[config.mk]
export PLATFORM = sky130hd
export DESIGN_NAME = tmds_decoder_channel
export DESIGN_NICKNAME = d
export VERILOG_FILES = /design/src/rtl/tmds_decoder_channel.sv
export SDC_FILE = /design/constraint.sdc
export NUM_CORES = 1
export LEC_CHECK = 0
export ABC_AREA = 1
export ABC_CLOCK_PERIOD_IN_PS = 3300
export CAP_MARGIN = 20
export CORE_MARGIN = 5
export CORE_UTILIZATION = 45
export CTS_BUF_LIST = sky130_fd_sc_hd__clkbuf_16
export CTS_CLUSTER_SIZE = 28
export DETAILED_ROUTE_END_ITERATION = 8
export GPL_TIMING_DRIVEN = 0
export HOLD_SLACK_MARGIN = 0.06
export PLACE_DENSITY_LB_ADDON = 0.15
export SLEW_MARGIN = 20
export SYNTH_ARGS = -nofsm -noshare
export SYNTH_HDL_FRONTEND = slang
export SYNTH_SLANG_ARGS = --single-unit
[constraint.sdc]
create_clock -name clk -period 3.3 [get_ports clk]
set_input_delay 0.33 -clock clk [delete_from_list [all_inputs] [get_ports clk]]
set_output_delay 0.33 -clock clk [all_outputs]
set_load 0.005 [all_outputs]
[src/rtl/tmds_decoder_channel.sv]
// ---------------------------------------------------------------------------
// tmds_decoder_channel
//
// Receive side of one TMDS data channel (HDMI/DVI). Takes 10-bit words from an
// external 1:10 deserializer running at pixel rate. It steers the deserializer
// bitslip until the word boundary lines up with the control tokens sent during
// blanking. It then decodes every word into video data, control data and a
// data-enable for the RGB capture path.
//
// Optional feature:
//   TMDS_DISPARITY_CHECK_EN - when defined, adds a running-disparity check on
//   data words that drives disp_err. When undefined, disp_err is tied to 0.
//
// Ports:
//   clk         in   1  pixel clock (parallel word rate)
//   rst         in   1  asynchronous, active-high reset
//   sym_in      in  10  deserialized word, bit 0 = first bit on the wire
//   bitslip     out  1  one-cycle request to rotate the deserializer by 1 bit
//   locked      out  1  word alignment achieved
//   slip_count  out  4  slips issued so far, 0..9, wraps 9 -> 0
//   vd          out  8  decoded video data
//   cd          out  2  decoded control data {C1,C0}
//   vde         out  1  1 = data symbol, 0 = control token
//   disp_err    out  1  disparity violation pulse, aligned with vd
//
// Alignment FSM:
//   state    | meaning
//   ---------+-----------------------------------------------------------
//   S_SEARCH | unaligned; looking for a run of tokens, slip on window expiry
//   S_WAIT   | deserializer settling after a slip; token runs ignored
//   S_LOCKED | aligned; each token run refreshes the window, expiry drops lock
//
// Pipeline: sym_in -> r_sym (stage 1) -> r_vd/r_cd/r_vde (stage 2).
// Decode runs every cycle and does not depend on lock.
// ---------------------------------------------------------------------------
module tmds_decoder_channel #(
    parameter int LOCK_TOKENS   = 8,
    parameter int SEARCH_WINDOW = 2048,
    parameter int SLIP_WAIT     = 16
) (
    input  logic       clk,
    input  logic       rst,
    input  logic [9:0] sym_in,
    output logic       bitslip,
    output logic       locked,
    output logic [3:0] slip_count,
    output logic [7:0] vd,
    output logic [1:0] cd,
    output logic       vde,
    output logic       disp_err
);

    localparam int RUN_W  = $clog2(LOCK_TOKENS + 1);
    localparam int WIN_W  = $clog2(SEARCH_WINDOW);
    localparam int WAIT_W = $clog2(SLIP_WAIT + 1);

    typedef enum logic [1:0] {
        S_SEARCH = 2'd0,
        S_WAIT   = 2'd1,
        S_LOCKED = 2'd2
    } state_t;

    state_t            r_state;
    state_t            w_state_nxt;

    logic [9:0]        r_sym;
    logic [7:0]        r_vd;
    logic [1:0]        r_cd;
    logic              r_vde;

    logic [RUN_W-1:0]  r_run;
    logic [WIN_W-1:0]  r_win;
    logic [WAIT_W-1:0] r_wait;
    logic [3:0]        r_slip_cnt;

    logic              w_is_tok;
    logic [1:0]        w_tok_cd;
    logic [7:0]        w_d;
    logic [7:0]        w_vd;
    logic              w_run_ev;
    logic              w_win_exp;
    logic              w_bitslip;

    // ------------------------------------------------------------------
    // Token detect and data decode on the stage-1 word
    // ------------------------------------------------------------------
    always_comb begin
        w_is_tok = 1'b1;
        w_tok_cd = 2'b00;
        case (r_sym)
            10'b1101010100: w_tok_cd = 2'b00;
            10'b0010101011: w_tok_cd = 2'b01;
            10'b0101010100: w_tok_cd = 2'b10;
            10'b1010101011: w_tok_cd = 2'b11;
            default:        w_is_tok = 1'b0;
        endcase
    end

    // bit 9 flags an inverted payload, bit 8 selects XOR (1) or XNOR (0) chaining
    always_comb begin
        w_d     = r_sym[9] ? ~r_sym[7:0] : r_sym[7:0];
        w_vd    = '0;
        w_vd[0] = w_d[0];
        for (int i = 1; i < 8; i++) begin
            w_vd[i] = r_sym[8] ? (w_d[i] ^ w_d[i-1]) : ~(w_d[i] ^ w_d[i-1]);
        end
    end

    always_ff @(posedge clk or posedge rst) begin
        if (rst) begin
            r_sym <= '0;
            r_vd  <= '0;
            r_cd  <= '0;
            r_vde <= 1'b0;
        end else begin
            r_sym <= sym_in;
            if (w_is_tok) begin
                r_vd  <= '0;
                r_cd  <= w_tok_cd;
                r_vde <= 1'b0;
            end else begin
                r_vd  <= w_vd;
                r_vde <= 1'b1;
            end
        end
    end

    // ------------------------------------------------------------------
    // Token run counter. Once saturated, every further token still counts
    // as a run event, so a steady token stream keeps refreshing the window.
    // The counter is held at zero while the deserializer settles.
    // ------------------------------------------------------------------
    assign w_run_ev = w_is_tok && (r_state != S_WAIT) &&
                      (r_run >= RUN_W'(LOCK_TOKENS - 1));

    always_ff @(posedge clk or posedge rst) begin
        if (rst) begin
            r_run <= '0;
        end else if ((r_state == S_WAIT) || !w_is_tok) begin
            r_run <= '0;
        end else if (r_run != RUN_W'(LOCK_TOKENS)) begin
            r_run <= r_run + RUN_W'(1);
        end
    end

    // ------------------------------------------------------------------
    // Alignment FSM
    // ------------------------------------------------------------------
    assign w_win_exp = (r_win == WIN_W'(SEARCH_WINDOW - 1));

    always_ff @(posedge clk or posedge rst) begin
        if (rst) begin
            r_state <= S_SEARCH;
        end else begin
            r_state <= w_state_nxt;
        end
    end

    // A run event takes priority over window expiry in both SEARCH and LOCKED.
    always_comb begin
        w_state_nxt = r_state;
        w_bitslip   = 1'b0;
        case (r_state)
            S_SEARCH: begin
                if (w_run_ev) begin
                    w_state_nxt = S_LOCKED;
                end else if (w_win_exp) begin
                    w_bitslip   = 1'b1;
                    w_state_nxt = S_WAIT;
                end
            end
            S_WAIT: begin
                if (r_wait == WAIT_W'(SLIP_WAIT - 1)) begin
                    w_state_nxt = S_SEARCH;
                end
            end
            S_LOCKED: begin
                if (!w_run_ev && w_win_exp) begin
                    w_state_nxt = S_SEARCH;
                end
            end
            default: begin
                w_state_nxt = S_SEARCH;
            end
        endcase
    end

    always_ff @(posedge clk or posedge rst) begin
        if (rst) begin
            r_win <= '0;
        end else if (w_run_ev || (w_state_nxt != r_state) || (r_state == S_WAIT)) begin
            r_win <= '0;
        end else begin
            r_win <= r_win + WIN_W'(1);
        end
    end

    always_ff @(posedge clk or posedge rst) begin
        if (rst) begin
            r_wait <= '0;
        end else if ((r_state == S_WAIT) && (w_state_nxt == S_WAIT)) begin
            r_wait <= r_wait + WAIT_W'(1);
        end else begin
            r_wait <= '0;
        end
    end

    always_ff @(posedge clk or posedge rst) begin
        if (rst) begin
            r_slip_cnt <= '0;
        end else if (w_bitslip) begin
            r_slip_cnt <= (r_slip_cnt == 4'd9) ? 4'd0 : r_slip_cnt + 4'd1;
        end
    end

    // ------------------------------------------------------------------
    // Running disparity check on data words
    // ------------------------------------------------------------------
`ifdef TMDS_DISPARITY_CHECK_EN
    logic signed [5:0] r_acc;
    logic signed [5:0] w_acc_upd;
    logic [3:0]        w_ones;
    logic              w_derr;
    logic              r_derr;

    always_comb begin
        w_ones = '0;
        for (int i = 0; i < 10; i++) begin
            w_ones = w_ones + {3'b000, r_sym[i]};
        end
    end

    // accumulator stays within -8..+8 between words, so +/-5 never overflows 6 bits
    assign w_acc_upd = r_acc + $signed({2'b00, w_ones}) - 6'sd5;
    assign w_derr    = !w_is_tok && ((w_acc_upd > 6'sd8) || (w_acc_upd < -6'sd8));

    always_ff @(posedge clk or posedge rst) begin
        if (rst) begin
            r_acc  <= '0;
            r_derr <= 1'b0;
        end else begin
            r_derr <= w_derr;
            if (w_is_tok || w_derr) begin
                r_acc <= '0;
            end else begin
                r_acc <= w_acc_upd;
            end
        end
    end

    assign disp_err = r_derr;
`else
    assign disp_err = 1'b0;
`endif

    assign bitslip    = w_bitslip;
    assign locked     = (r_state == S_LOCKED);
    assign slip_count = r_slip_cnt;
    assign vd         = r_vd;
    assign cd         = r_cd;
    assign vde        = r_vde;

endmodule

==> flow_summary.ini, run 1 <==
[sta]
fin_skew_ns = 0.00222
rsz0062_at_grt = false
totalNegativeSetupSlack_ns = 0
setup_viol = 0
hold_viol = 0
finalWorstSetupSlack_ns = 0.820
clock.fmax_mhz = 403
finalMaxSlewViolations = 0
min_period_ns = 2.48
fin_crit_sh_pct = 75.2
hold_ws_ns = 0.319

[power_and_ir_drop]
irDropWorstVdd_v = 0.000268
power_density_mw_per_mm2 = 421
leakage_nw = 1.34

[yosys]
async_reset_ff_share_pct = 100
yosysTopAreaCell = dfrtp_1
syn_inst = 231
ys.flop_type = dfrtp_1
synth_area_leaders = dfrtp_1 52%, nand2_1 6.0%, xor2_1 5.5%
synth_edf_count = 0
ys_types = 32
ys_seq_elements = 47
yosys.area.top_type_share_pct = 52.3
avgSynthCellArea_sq_um = 9.74
yosysWarnings = 0
synth_area_sq_mm = 0.00225
ys_seq_area_share_pct = 52.3
synth_nets = 250

[placed_design]
place_ws_ns = 1.12
io_buffer_count = 28
dpl.hpwl_microns = 2690
gp_congestion = 0.793

[floorplan]
fp-row-count = 25
fp.dieH_microns = 80.7
boundaryPins = 30
die_w_microns = 80.7
initial_core_util_pct = 47.0
die_area_sq_mm = 0.00651
core_sq_mm = 0.00479

[critical_path]
critPathSlowestCell = clkdlybuf4s50_1
reg2reg_slack_ns = 1.62
start_kind = flip-flop
cp_data_required_time_ns = 2.97
crit_buf_inv = 1
cp_top_family = simple AND/OR/NAND/NOR gates
criticalPathCategory = flip-flop to output pin
r2r_start = r_win[0]$_DFF_PP0_
r2r_cells = 9
cp_max_fo = 6
r2r_end = r_win[0]$_DFF_PP0_
cp-end-kind = output pin
worst-path-stages = 8
path_cells = ha_1 > nand2_2 > nor2_4 > nand2_4 > nor2_8 > nand3_4 > nor2_1 > clkdlybuf4s50_1
slowest_delay_ns = 0.51
arrival_ns = 2.15

[route]
vias = 1539
viasPerCell = 4.61
wirelength_microns = 3590
postRouteAntennaNets = 0
avgRoutedWirePerCell_microns = 10.7
first_iter_violations = 61
drc = 0
dr.pass1.iters = 4

[global_routing]
antenna_found_initial = 0
gr-total-overflow = 0
globalRouteTotalUtil_pct = 13.0
grt_max_degree = 34
grt_pass1_vias = 1479
grt_pass1_wl_microns = 6450

[hold_path]
hold_class = primary input to async pin

[layout]
final_nets = 286
fin_util_pct = 57.8
fillers = 426
diodes = 0
syn_to_final_growth_pct = 23.0
drive_above_1_share_pct = 18.0

[clocking]
postCtsHoldBufs = 0
cts.sinks = 47
cts_buffers = 5
clkTransAtPathRegs_ns = 0.06
cts_buffer_depth = 2
tritoncts = yes
htreeDepth = 2
cts.repair.resized = 0
root_buffer = clkbuf_16
clock_latency_ns = 0.28
cts_setup_buffers = 0

[flow_run]
drv_cap = 0

[run_status]
outcome = finished, final reports clean
==> report_power, final <==
group / total [mW] / switching [mW] / internal, mW / leakage, nW
Sequential: 0.609 / 0.0110 / 0.598 / 0.595
Clock: 0.463 / 0.191 / 0.272 / 0.0671
Combinational: 0.0934 / 0.0379 / 0.0555 / 0.676
Total: 1.17 / 0.240 / 0.926 / 1.34
==> logic make-up (layout without fill, tap and decap cells) <==
kind of cell	count (synthesis)	count (layout)	share of synthesized area (%)
AND/OR/NAND/NOR	110	110	25.9
flip-flops	47	47	52.3
buffers and inverters	35	71	7.06
XOR/XNOR	18	18	7.01
AO/OA/AOI/OAI	13	13	3.73
adder cells (fa/ha/maj)	7	7	3.89
other	1	1	0.167
==> cells in the final DEF (no fill, tap or decap) <==
cell / instances
nor2_4: 2
nand3_2: 1
clkdlybuf4s50_1: 28
nand2_1: 36
nor2_2: 13
o221ai_1: 1
o21bai_1: 1
or2_1: 2
nand3_1: 8
buf_2: 1
nor3_2: 2
clkinv_1: 1
nand2_2: 6
clkinv_2: 1
nor3_1: 2
a21oi_2: 1
ha_1: 7
dfrtp_1: 47
nand4_1: 6
a21o_1: 2
nand2_4: 1
xor2_1: 14
a31o_2: 1
xnor2_1: 4
buf_4: 1
clkbuf_16: 5
nand3_4: 2
o21ai_0: 5
inv_2: 6
buf_6: 3
buf_12: 1
a21oi_1: 2
nor3b_1: 1
conb_1: 1
inv_1: 24
nor2_8: 1
nor2_1: 27
==> how the worst max path moves through the flow <==
stage,start,slack [ns],endpoint
detailed placement,r_win[0]$_DFF_PP0_,1.12,bitslip
global placement,rst,0.90,slip_count[1]$_DFFE_PP0P_
floorplan,r_win[0]$_DFF_PP0_,1.75,bitslip
CTS,r_win[0]$_DFF_PP0_,0.81,bitslip
global route,r_win[0]$_DFF_PP0_,0.67,bitslip
finish,r_win[0]$_DFF_PP0_,0.82,bitslip
==> flip-flops by register name, indices dropped and copies added, names as in the netlist <==
register,cells
vd,8
r_sym,10
r_wait,5
cd,2
vde,1
r_run,4
r_win,11
r_state,2
slip_count,4
==> stage by stage <==
stage / cells / instance area [sq um] / total power, mW
3_3_place_gp: 326 / 2610 / 0.713
4_1_cts: 334 / 2770 / 1.19
3_5_place_dp: 327 / 2630 / 0.716
6_report: 334 / 2770 / 1.17
5_1_grt: 334 / 2770 / 1.22
2_1_floorplan: 231 / 2250 / 0.658
==> synth_stat cells, types with 3 or more instances <==
library cell	number
buf_6	3
dfrtp_1	47
ha_1	7
inv_1	25
inv_2	5
nand2_1	36
nand2_2	6
nand3_1	8
nand4_1	6
nor2_1	27
nor2_2	13
o21ai_0	5
xnor2_1	4
xor2_1	14
==> area by class of cell <==
class	instances	area (sq um)	share of cell area, %
tap	67	83.8	3.03
clock inverter	2	8.76	0.316
inverter	30	113	4.07
sequential	47	1180	42.5
multi-input combinational	149	915	33.0
buffer	5	46.3	1.67
clock buffer	5	125	4.52
timing repair buffer	29	300	10.8
==> worst register-to-register path, delay by kind of cell (launching register included) <==
kind	cells	cell delay [ns]
adder cells (fa/ha/maj)	1	0.25
AND/OR/NAND/NOR	7	0.69
buffers and inverters	1	0.17
flip-flops	1	0.46
==> routing by layer <==
| metal | up-vias | track usage (%) | routed length, microns |
|---|---|---|---|
| li1 | 784 | - | - |
| met1 | 724 | 16.3 | 1620 |
| met2 | 26 | 20.8 | 1740 |
| met3 | 5 | 4.26 | 170 |
| met4 | 0 | 4.90 | 56 |
| met5 | - | 0 | 0 |
Power figures use the tool's default switching activity.
==> inputs of run 2 (changes only) <==
--- a/config.mk
+++ b/config.mk
@@ -6,7 +6,7 @@
 export NUM_CORES = 1
 export LEC_CHECK = 0
 export ABC_AREA = 1
-export ABC_CLOCK_PERIOD_IN_PS = 3300
+export ABC_CLOCK_PERIOD_IN_PS = 2300
 export CAP_MARGIN = 20
 export CORE_MARGIN = 5
 export CORE_UTILIZATION = 45
==> constraint.sdc (replaced) <==
create_clock -name clk -period 2.3 [get_ports clk]
set_input_delay 0.23 -clock clk [delete_from_list [all_inputs] [get_ports clk]]
set_output_delay 0.23 -clock clk [all_outputs]
set_load 0.005 [all_outputs]
==> run 2 against run 1 <==
Final cell count increased by 0.60%; critical path depth increased by 2; non-clock buffer count is 2 higher; largest power group unchanged; highest routed layer unchanged.
==> flow_summary.ini, run 2 (synthesized netlist as in run 1, its figures left out) <==
[placed_design]
place_ws_ns = 0.216
gp_congestion = 0.793
dpl.hpwl_microns = 2690
place_inst = 327
io_buffer_count = 28

[clocking]
clkTransAtPathRegs_ns = 0.06
postCtsHoldBufs = 0
root_buffer = clkbuf_16
cts_buffer_depth = 2
cts.sinks = 47
cts_buffers = 5
htreeDepth = 2
clock_latency_ns = 0.28
tritoncts = yes

[global_routing]
busiest_layer = met2
grt_pass1_wl_microns = 6510
grtUsageMet3_pct = 4.26
use_met2_pct = 20.8
grt_pass1_vias = 1473
gr-total-overflow = 0
antenna_found_initial = 0
grt_max_degree = 34
met1_usage_pct = 16.5
globalRouteTotalUtil_pct = 13.1

[power_and_ir_drop]
power_mw = 1.68
power_density_mw_per_mm2 = 602
leakage_nw = 1.37
irDropWorstVdd_v = 0.000381

[layout]
largest_register = r_win
drive_above_1_share_pct = 19.3
final_cells = 336
layout_commonest_cell = dfrtp_1
fillers = 422
diodes = 0
final_nets = 288
layout_common_cells = 46 x dfrtp_1, 35 x nand2_1, 27 x nor2_1, 27 x clkdlybuf4s50_1, 24 x inv_1
largest_reg_flops = 11
syn_to_final_growth_pct = 24.0

[hold_path]
hold_class = primary input to async pin

[floorplan]
fp.dieH_microns = 80.7
core_sq_mm = 0.00479
fp-row-count = 25
boundaryPins = 30
die_w_microns = 80.7
die_area_sq_mm = 0.00651
initial_core_util_pct = 47.0

[critical_path]
criticalPathCategory = flip-flop to output pin
slowest_delay_ns = 0.40
cp_data_required_time_ns = 2.07
cp-end-kind = output pin
cp_max_fo = 8
path_cells = inv_1 > ha_1 > nand2_1 > nor2_1 > nand2_2 > nand2_2 > nand3_4 > nand2_1 > nor2_1 > dlymetal6s2s_1
start_kind = flip-flop
critPathSlowestCell = dfrtp_1
arrival_ns = 1.65

[route]
postRouteAntennaNets = 0
drc = 0
dr.pass1.iters = 4
viasPerCell = 4.57
first_iter_violations = 70
wirelength_microns = 3640
vias = 1537
avgRoutedWirePerCell_microns = 10.8

[sta]
fin_crit_sh_pct = 81.8
clock.fmax_mhz = 532
hold_viol = 0
rsz0062_at_grt = false
setup_viol = 0
min_period_ns = 1.88
finalWorstSetupSlack_ns = 0.419
hold_ws_ns = 0.218
totalNegativeSetupSlack_ns = 0
fin_skew_ns = 0.00215
finalMaxSlewViolations = 0

[run_status]
outcome = finished, final reports clean

[flow_run]
drv_cap = 0
-- run 2: critical path, delay by kind of cell, from the launching register on --
| family | cells | cell delay [ns] |
|---|---|---|
| buffers and inverters | 2 | 0.21 |
| AND/OR/NAND/NOR | 7 | 0.63 |
| flip-flops | 1 | 0.40 |
| adder cells (fa/ha/maj) | 1 | 0.13 |
-- run 2: layout make-up --
class | count | area [sq um] | area share (%)
sequential | 47 | 1180 | 42.2
multi-input combinational | 149 | 917 | 32.9
timing repair buffer | 31 | 318 | 11.4
clock buffer | 5 | 125 | 4.49
inverter | 30 | 113 | 4.04
tap | 67 | 83.8 | 3.01
buffer | 5 | 46.3 | 1.66
clock inverter | 2 | 8.76 | 0.314
-- run 2: routing by layer --
layer / share of wire, % / up-vias
met3: 4.5 / 5
li1: - / 788
met1: 46 / 716
met4: 1.5 / 0
met5: 0 / -
met2: 48 / 28
-- run 2: stage by stage --
step	util [%]	instance area (sq um)
6_report	58.3	2790
5_1_grt	58.3	2790
4_1_cts	58.0	2780
3_5_place_dp	55.0	2630
3_3_place_gp	54.6	2610
2_1_floorplan	-	2250
-- run 2: path summary, 6_finish.rpt --
kind                                  endpoint  slack (ns)  cells after the start                start
max in group asynchronous   r_win[0]$_DFF_PP0_        1.61                      3                  rst
min                         r_sym[8]$_DFF_PP0_        0.22                      2                  rst
max                                    bitslip        0.42                     10   r_sym[0]$_DFF_PP0_
max reg2reg                r_wait[3]$_DFF_PP0_        0.71                      8  r_wait[0]$_DFF_PP0_
min reg2reg                r_wait[0]$_DFF_PP0_        0.46                      1  r_wait[0]$_DFF_PP0_
min in group clk            r_sym[2]$_DFF_PP0_        0.39                      1            sym_in[2]
-- run 2: timing repair --
| action | in CTS | in global routing |
|---|---|---|
| setup buffers | 1 | 1 |
| setup endpoints to repair | 1 | 1 |
| cloned | 0 | 0 |
| resized for setup | 1 | 2 |
-- run 2: power by group --
group          leakage, nW  internal [mW]  total, mW  switching [mW]
Combinational        0.705         0.0807      0.136          0.0552
Sequential           0.594          0.859      0.875          0.0160
Clock               0.0671          0.390      0.668           0.277
==> inputs of run 3 (changes only) <==
--- a/config.mk
+++ b/config.mk
@@ -6,7 +6,7 @@
 export NUM_CORES = 1
 export LEC_CHECK = 0
 export ABC_AREA = 1
-export ABC_CLOCK_PERIOD_IN_PS = 2300
+export ABC_CLOCK_PERIOD_IN_PS = 1780
 export CAP_MARGIN = 20
 export CORE_MARGIN = 5
 export CORE_UTILIZATION = 45
==> constraint.sdc (replaced) <==
create_clock -name clk -period 1.78 [get_ports clk]
set_input_delay 0.178 -clock clk [delete_from_list [all_inputs] [get_ports clk]]
set_output_delay 0.178 -clock clk [all_outputs]
set_load 0.005 [all_outputs]
==> run 3 against run 2 <==
Combinational power rose by 34%; critical endpoint unchanged; flip-flop and latch count did not move; largest power group unchanged; sequential share of layout area fell by 1.4 points; die area did not move.
==> flow_summary.ini, run 3 (synthesized netlist as in run 1, its figures left out) <==
[run_status]
outcome = finished, final reports clean

[route]
vias = 1604
drc = 0
dr.pass1.iters = 4
wirelength_microns = 3800
postRouteAntennaNets = 0
first_iter_violations = 69
avgRoutedWirePerCell_microns = 11.0
viasPerCell = 4.64

[global_routing]
grt_pass1_wl_microns = 6640
busiest_layer = met2
grt_pass1_vias = 1496
globalRouteTotalUtil_pct = 13.4
gr-total-overflow = 0
grtUsageMet3_pct = 4.37
grt_max_degree = 34
met1_usage_pct = 16.7
antenna_found_initial = 0
use_met2_pct = 21.6

[floorplan]
initial_core_util_pct = 47.0
die_w_microns = 80.7
boundaryPins = 30
core_sq_mm = 0.00479
die_area_sq_mm = 0.00651
fp.dieH_microns = 80.7
fp-row-count = 25

[critical_path]
start_kind = flip-flop
critPathSlowestCell = dfrtp_1
crit_buf_inv = 2
cp_max_fo = 3
arrival_ns = 1.49
cp_data_required_time_ns = 1.60
slowest_delay_ns = 0.40
cp_top_family = simple AND/OR/NAND/NOR gates
path_cells = inv_1 > ha_1 > nand2_1 > nor2_2 > nand2_2 > nand2_4 > nand3_4 > nand2_4 > nor2_2 > buf_2
criticalPathCategory = flip-flop to output pin
cp-end-kind = output pin

[sta]
min_period_ns = 1.67
finalMaxSlewViolations = 0
rsz0062_at_grt = true
hold_viol = 0
fin_skew_ns = 0.00298
fin_crit_sh_pct = 93.9
hold_ws_ns = 0.167
clock.fmax_mhz = 598
totalNegativeSetupSlack_ns = 0
setup_viol = 0

[placed_design]
io_buffer_count = 28
dpl.hpwl_microns = 2690
place_inst = 327
gp_congestion = 0.793

[layout]
largest_reg_flops = 11
layout_commonest_cell = dfrtp_1
layout_common_cells = 46 x dfrtp_1, 34 x nand2_1, 27 x clkdlybuf4s50_1, 25 x nor2_1, 24 x inv_1
final_cells = 346
fin_util_pct = 60.3
drive_above_1_share_pct = 24.0
final_nets = 298
largest_register = r_win
syn_to_final_growth_pct = 28.3
fillers = 420
diodes = 0

[power_and_ir_drop]
leakage_nw = 1.40
seqPwrFrac_pct = 52.0
combPwrFrac_pct = 8.4
pwr-share-clk_pct = 39.6
p_sw_share_pct = 20.7
switching_power_mw = 0.449
power_density_mw_per_mm2 = 752
power_mw = 2.17
p_int_mw = 1.72
irDropWorstVdd_v = 0.000490

[clocking]
root_buffer = clkbuf_16
clock_latency_ns = 0.28
htreeDepth = 2
cts_buffers = 5
cts_buffer_depth = 2
tritoncts = yes
cts.sinks = 47
clkTransAtPathRegs_ns = 0.06

[hold_path]
hold_class = primary input to async pin

[flow_run]
drv_cap = 0
-- run 3: cell count changes in the layout (fill, tap and decap cells not counted), sizes merged --
| cell | before | now |
|---|---|---|
| buf | 8 | 19 |
| dlymetal6s2s | 1 | 0 |
-- run 3: repair_timing --
item,4_1_cts,5_1_grt
pin swaps,5,3
resized for setup,9,4
gates cloned,0,0
hold buffers,0,0
endpoints found under the setup margin,1,1
setup buffers,9,3
hold endpoints to repair,0,0
-- run 3: layer usage --
layer	wire, microns	vias up
li1	-	811
met1	1700	763
met2	1850	26
met3	207	4
met4	40	0
met5	0	-
-- run 3: final cells by class --
type / instances / area (sq um) / share of cell area [%]
Clock inverter: 2 / 8.76 / 0.303
Inverter: 30 / 113 / 3.90
Clock buffer: 5 / 125 / 4.33
Buffer: 5 / 46.3 / 1.60
Multi-Input combinational cell: 149 / 947 / 32.8
Timing Repair Buffer: 41 / 385 / 13.4
Sequential cell: 47 / 1180 / 40.8
Tap cell: 67 / 83.8 / 2.90
-- run 3: metrics by stage --
step | setup slack, ns | instance area (sq um)
2_1_floorplan | 0.281 | 2250
3_3_place_gp | -0.463 | 2610
3_5_place_dp | -0.252 | 2630
4_1_cts | 0.0601 | 2850
5_1_grt | -0.0289 | 2890
6_report | 0.108 | 2890
-- run 3: power by group through the flow --
stage	Clock [mW]	Sequential (mW)	Combinational (mW)
after floorplan	0	1.15	0.0712
after global placement	0	1.15	0.172
after detailed placement	0	1.15	0.178
after CTS	0.898	1.13	0.184
after global routing	0.935	1.13	0.205
final	0.860	1.13	0.182
-- run 3: final timing paths --
path / end / depth (start not counted) / from / slack, ns
max reg2reg: r_wait[3]$_DFF_PP0_ / 8 / r_wait[0]$_DFF_PP0_ / 0.19
min in group clk: r_sym[9]$_DFF_PP0_ / 1 / sym_in[9] / 0.33
min reg2reg: r_wait[0]$_DFF_PP0_ / 1 / r_wait[0]$_DFF_PP0_ / 0.46
min: r_sym[8]$_DFF_PP0_ / 2 / rst / 0.17
max in group asynchronous: r_win[0]$_DFF_PP0_ / 3 / rst / 1.14
max: bitslip / 10 / r_sym[0]$_DFF_PP0_ / 0.11
